## config.mk

```make
export PLATFORM = sky130hd
export DESIGN_NAME = shift_arbiter
export DESIGN_NICKNAME = d
export VERILOG_FILES = /design/src/rtl/shift_arbiter.sv
export SDC_FILE = /design/constraint.sdc
export NUM_CORES = 1
export LEC_CHECK = 0
export BUFFER_PORTS_ARGS = -buffer_cell sky130_fd_sc_hd__buf_2
export CAP_MARGIN = 20
export CORE_MARGIN = 2
export CORE_UTILIZATION = 38
export DETAILED_ROUTE_END_ITERATION = 6
export PLACE_DENSITY = 0.73
export SETUP_SLACK_MARGIN = 0.1
export SYNTH_ARGS = -nofsm -noshare
export SYNTH_HDL_FRONTEND = slang
export SYNTH_SLANG_ARGS = --single-unit
```

## constraint.sdc

```tcl
create_clock -name clk -period 3.5 [get_ports clk]
set_clock_uncertainty 0.05 [all_clocks]
set_input_delay 0.35 -clock clk [delete_from_list [all_inputs] [get_ports clk]]
set_output_delay 0.35 -clock clk [all_outputs]
set_load 0.01 [all_outputs]
```

## src/rtl/shift_arbiter.sv

```systemverilog
// -----------------------------------------------------------------------------
// shift_arbiter
//
// Four requesters share a single left-shift datapath. A round-robin arbiter
// picks one of them, and the shifted operand is captured in a one-entry
// output register that uses a valid/ready handshake.
//
// Build option:
//   SHIFT_ARBITER_ROTATE_EN - when defined, the datapath rotates left by
//                             (shift mod width) instead of performing a
//                             zero-fill logical shift. The handshake,
//                             arbitration and timing are the same in both
//                             builds.
//
// Parameters:
//   width    - operand/result width (2..64)
//
// Ports:
//   clk      - clock; all state updates on the rising edge
//   rst_n    - asynchronous active-low reset
//   i_valid  - [3:0] requester k presents an operand
//   i_ready  - [3:0] one-hot grant; requester k's operand is accepted this cycle
//   i_bits   - [4*width-1:0] operand for requester k at [k*width +: width]
//   i_shift  - [4*sw-1:0] shift amount for requester k at [k*sw +: sw]
//   o_valid  - the result register holds a valid result
//   o_ready  - the consumer takes the result this cycle
//   o_bits   - [width-1:0] registered shift result
//   o_src    - [1:0] index of the requester that produced o_bits
// -----------------------------------------------------------------------------
module shift_arbiter #(
    parameter int width = 8,
    localparam int sw = (width > 1) ? $clog2(width) : 1
) (
    input  logic                 clk,
    input  logic                 rst_n,
    input  logic [3:0]           i_valid,
    output logic [3:0]           i_ready,
    input  logic [4*width-1:0]   i_bits,
    input  logic [4*sw-1:0]      i_shift,
    output logic                 o_valid,
    input  logic                 o_ready,
    output logic [width-1:0]     o_bits,
    output logic [1:0]           o_src
);

    logic [1:0]        ptr_reg;
    logic              o_valid_reg;
    logic [width-1:0]  o_bits_reg;
    logic [1:0]        o_src_reg;

    logic              can_load;
    logic              found;
    logic              accept;
    logic [1:0]        win;
    logic [1:0]        idx;
    logic [3:0]        grant;
    logic [width-1:0]  res [4];

    // Each requester gets its own shifter. Only the winner's result is
    // loaded, which keeps the mux after the shift and off the grant path.
    generate
        for (genvar gi = 0; gi < 4; gi++) begin : g_req
            logic [width-1:0] op;
            logic [sw-1:0]    amt;
            assign op  = i_bits[gi*width +: width];
            assign amt = i_shift[gi*sw +: sw];
`ifdef SHIFT_ARBITER_ROTATE_EN
            logic [sw-1:0]      rot;
            logic [2*width-1:0] dbl;
            assign rot = sw'(32'(amt) % width);
            // The upper half of {op,op} << rot is op rotated left by rot.
            assign dbl = {op, op} << rot;
            assign res[gi] = dbl[2*width-1:width];
`else
            // Amounts >= width shift every bit out, giving zero.
            assign res[gi] = op << amt;
`endif
        end
    endgenerate

    // The register can take a new result if it is empty or is being drained.
    assign can_load = !o_valid_reg || o_ready;

    // Round-robin search: ptr, ptr+1, ptr+2, ptr+3 (mod 4).
    always_comb begin
        found = 1'b0;
        win   = ptr_reg;
        idx   = ptr_reg;
        for (int i = 0; i < 4; i++) begin
            idx = ptr_reg + 2'(i);
            if (!found && i_valid[idx]) begin
                found = 1'b1;
                win   = idx;
            end
        end
    end

    // rst_n is included so the grant is forced low while reset is held.
    assign accept  = found && can_load && rst_n;
    assign grant   = accept ? (4'b0001 << win) : 4'b0000;
    assign i_ready = grant;

    always_ff @(posedge clk or negedge rst_n) begin
        if (!rst_n) begin
            ptr_reg     <= 2'd0;
            o_valid_reg <= 1'b0;
            o_bits_reg  <= '0;
            o_src_reg   <= 2'd0;
        end else begin
            if (accept) begin
                o_valid_reg <= 1'b1;
                o_bits_reg  <= res[win];
                o_src_reg   <= win;
                ptr_reg     <= win + 2'd1;
            end else if (o_ready) begin
                // The result was drained and nothing replaced it. o_bits and
                // o_src keep their last values.
                o_valid_reg <= 1'b0;
            end
        end
    end

    assign o_valid = o_valid_reg;
    assign o_bits  = o_bits_reg;
    assign o_src   = o_src_reg;

endmodule

```

==> out/results.txt <==
status - finished, final reports clean
Cell Pwr Density - 393 nW/µm²
final total power - 0.000848 W
Worst setup EP type - output pin
footprint of the multi-input gates - 1360 µm²
Skew-Pair Late Insertion Delay - 240 ps
# IOs - 66
Cell Area, Synth - 1790 µm²
CP delay by family, top - buffers and inverters
number of global-route vias before repair - 1735
final std cells w/o fill - 333
Bufs and invs on worst path - 3
period utilization - 0.786
Sink Count - 13
die height - 72.7 µm
Worst VDD drop - 0.152 mV
Final Wtd Congestion - 0.812
CTS Buf Count - 3
# rows - 24
type of the most critical hold path - in2reg
top sig layer - met4
Yosys top cell by area - mux2i_1
flops & latches, synth - 13
WP data arrival - 2350 ps
Overflow after GRT - 0
Die Width - 72.7 µm
LEAKAGE - 1.01 nW
Vias - 1945
worst-case clock buffer depth - 2
crit start category - primary input
post-route cell area - 2160 µm²
Antenna Nets Post-Route - 0
die area - 5280 µm²
Layout Nets - 333
Max Slew Vio Count - 0
largest stage delay on the critical path - 530 ps
worst-margin pin slew - 749 ps
Final TNS setup - 0 ps
area growth from synthesis to layout - 20.5%
Max H-tree Level - 1
Reg area - 325 µm²
DRT met1 WL - 2340 µm
EDFF count, synth - 0
Final min period - 2750 ps
CTS tree - built
WHS Path Cells - 3
slowest CP cell - dlygate4sd3_1
drt first pass iters - 4
Post-Synthesis Cells - 231
hpwl dp - 3780 µm
unrepaired setup endpoints after global routing - false
residual DRC count - 0
initial drt markers - 71
Critical Path RT - 3100 ps
initial antenna violation count - 0
R2R depth - 6
Hold Startpoint - o_ready
Rel. slew slack - 0.499
metal3 WL - 297 µm
Placed Cells - 328
top cell type's share of synthesized area - 0.212
Starting Density - 0.403
ant diodes - 0
largest net degree at the start of global routing - 22
# port buffers - 65
worst path cell trace - dlygate4sd3_1 > buf_2 > o41ai_1 > nor2b_1 > nand2_1 > nor2_1 > buf_2
Primary FF master, synth - dfrtp_1
Post-Syn Nets - 282
Core ar. - 4440 µm²
clock root buffer - clkbuf_8
Fillers - 445
top cells by area, synth - mux2i_1 (21%), dfrtp_1 (18%), mux4_2 (5.0%)
first-pass GRT wire length - 7750 µm
metal2 WL - 2170 µm
Avg Vias per Cell - 5.84
clk slew on worst S/H paths - 60 ps
f_max - 364 MHz
layout cell share with drive strength beyond 1 - 0.270
hold_ws - 357 ps
critical path type - in2out
asr flop ratio synth - 1.00
Most common cell on crit path - buf_2
Yosys Warn Count - 0
sequential element share of the synthesized area - 0.182
gr usage total - 0.180
Setup violations, final - 0
WL/cell - 14.5 µm
reg-to-reg slack, setup - 1250 ps
final wirelength - 4830 µm
Post-CTS Repair Setup Buffers - 0
Synth Area per Inst - 7.76 µm²
Post-Place Cell Area - 2100 µm²
final hold violation count - 0
Hold EP - o_valid
r2r endpoint - o_bits[4]
max_cap viols - 0
CP max FO - 14
Netlist cell types - 42
Reg2Reg Launch Point - ptr_reg[1]
flip-flop count of the largest register after layout - 8
worst max path at each step:
stage	startpoint	end	slack, ps	cells past startpoint
5_1_grt	rst_n	i_ready[3]	470	7
4_1_cts	rst_n	i_ready[3]	770	7
6_report	rst_n	i_ready[3]	750	7
2_1_floorplan	ptr_reg[0]	o_bits[1]	1600	7
3_5_place_dp	i_valid[2]	i_ready[3]	1130	7
3_3_place_gp	i_valid[2]	i_ready[2]	1200	7
worst register-to-register path: cells and delay by family, from the launching register on:
family           cells  cell delay (ps)
flip-flops           1              420
AND/OR/NAND/NOR      3             1210
AO/OA/AOI/OAI        3              450
cell families after synthesis:
kind of cell,count (synthesis),synth area share
AND/OR/NAND/NOR,76,0.218
AO/OA/AOI/OAI,70,0.262
multiplexers,44,0.275
buffers and inverters,27,0.0587
flip-flops,13,0.182
XOR/XNOR,1,0.00489
routing by layer:
| layer | global-route usage | vias up |
|---|---|---|
| met1 | 0.260 | 901 |
| met5 | 0 | - |
| met3 | 0.0318 | 3 |
| met4 | 0.0247 | 0 |
| li1 | - | 977 |
| met2 | 0.289 | 64 |
metrics by stage:
stage,util,setup slack (ps)
5_1_grt,0.486,469
6_report,0.486,749
3_5_place_dp,0.473,1130
3_3_place_gp,0.473,1200
4_1_cts,0.486,769
2_1_floorplan,-,1600
layout make-up:
type,count,area share
clock buffers,4,0.0209
multi-input cells,191,0.631
repair buffers,66,0.155
flip-flops and latches,13,0.151
inverters,7,0.0122
well taps,52,0.0301
cells in the mapped netlist, types with 6 or more instances:
| library cell | number |
|---|---|
| mux2i_1 | 38 |
| nor2b_1 | 13 |
| nor2_1 | 13 |
| a31oi_1 | 6 |
| a21oi_1 | 14 |
| nand2_1 | 22 |
| clkbuf_1 | 15 |
| dfrtp_1 | 13 |
| o21ai_0 | 13 |
| a211oi_1 | 10 |
| o211ai_1 | 7 |
| inv_1 | 7 |
| nand2b_1 | 6 |
power breakdown:
group | internal, W | switching (W) | total, W
Clock | 0.0000803 | 0.0000521 | 0.000132
Sequential | 0.000206 | 0.0000411 | 0.000247
Combinational | 0.000200 | 0.000268 | 0.000468
Total | 0.000486 | 0.000362 | 0.000848
repair_timing:
item / 4_1_cts / 5_1_grt
endpoints found under the hold margin: 13 / 0
gates resized for setup: 0 / 0
hold buffers: 1 / 0
placed cells by master, fill, tap and decap left out, types with 3 or more instances in the layout:
cell and count:
buf_2 65, mux2i_1 38, nand2_1 22, a21oi_1 14, nor2_1 13, nor2b_1 13
o21ai_0 13, dfrtp_1 13, a211oi_1 10, inv_1 7, o211ai_1 7, nand2b_1 6
a31oi_1 6, nand3_1 5, nor3_1 5, mux4_2 4, nand3b_1 3, o21a_1 3
or4_1 3, nor4b_1 3, clkbuf_8 3
Note: power is estimated with default switching activity, not from simulation.
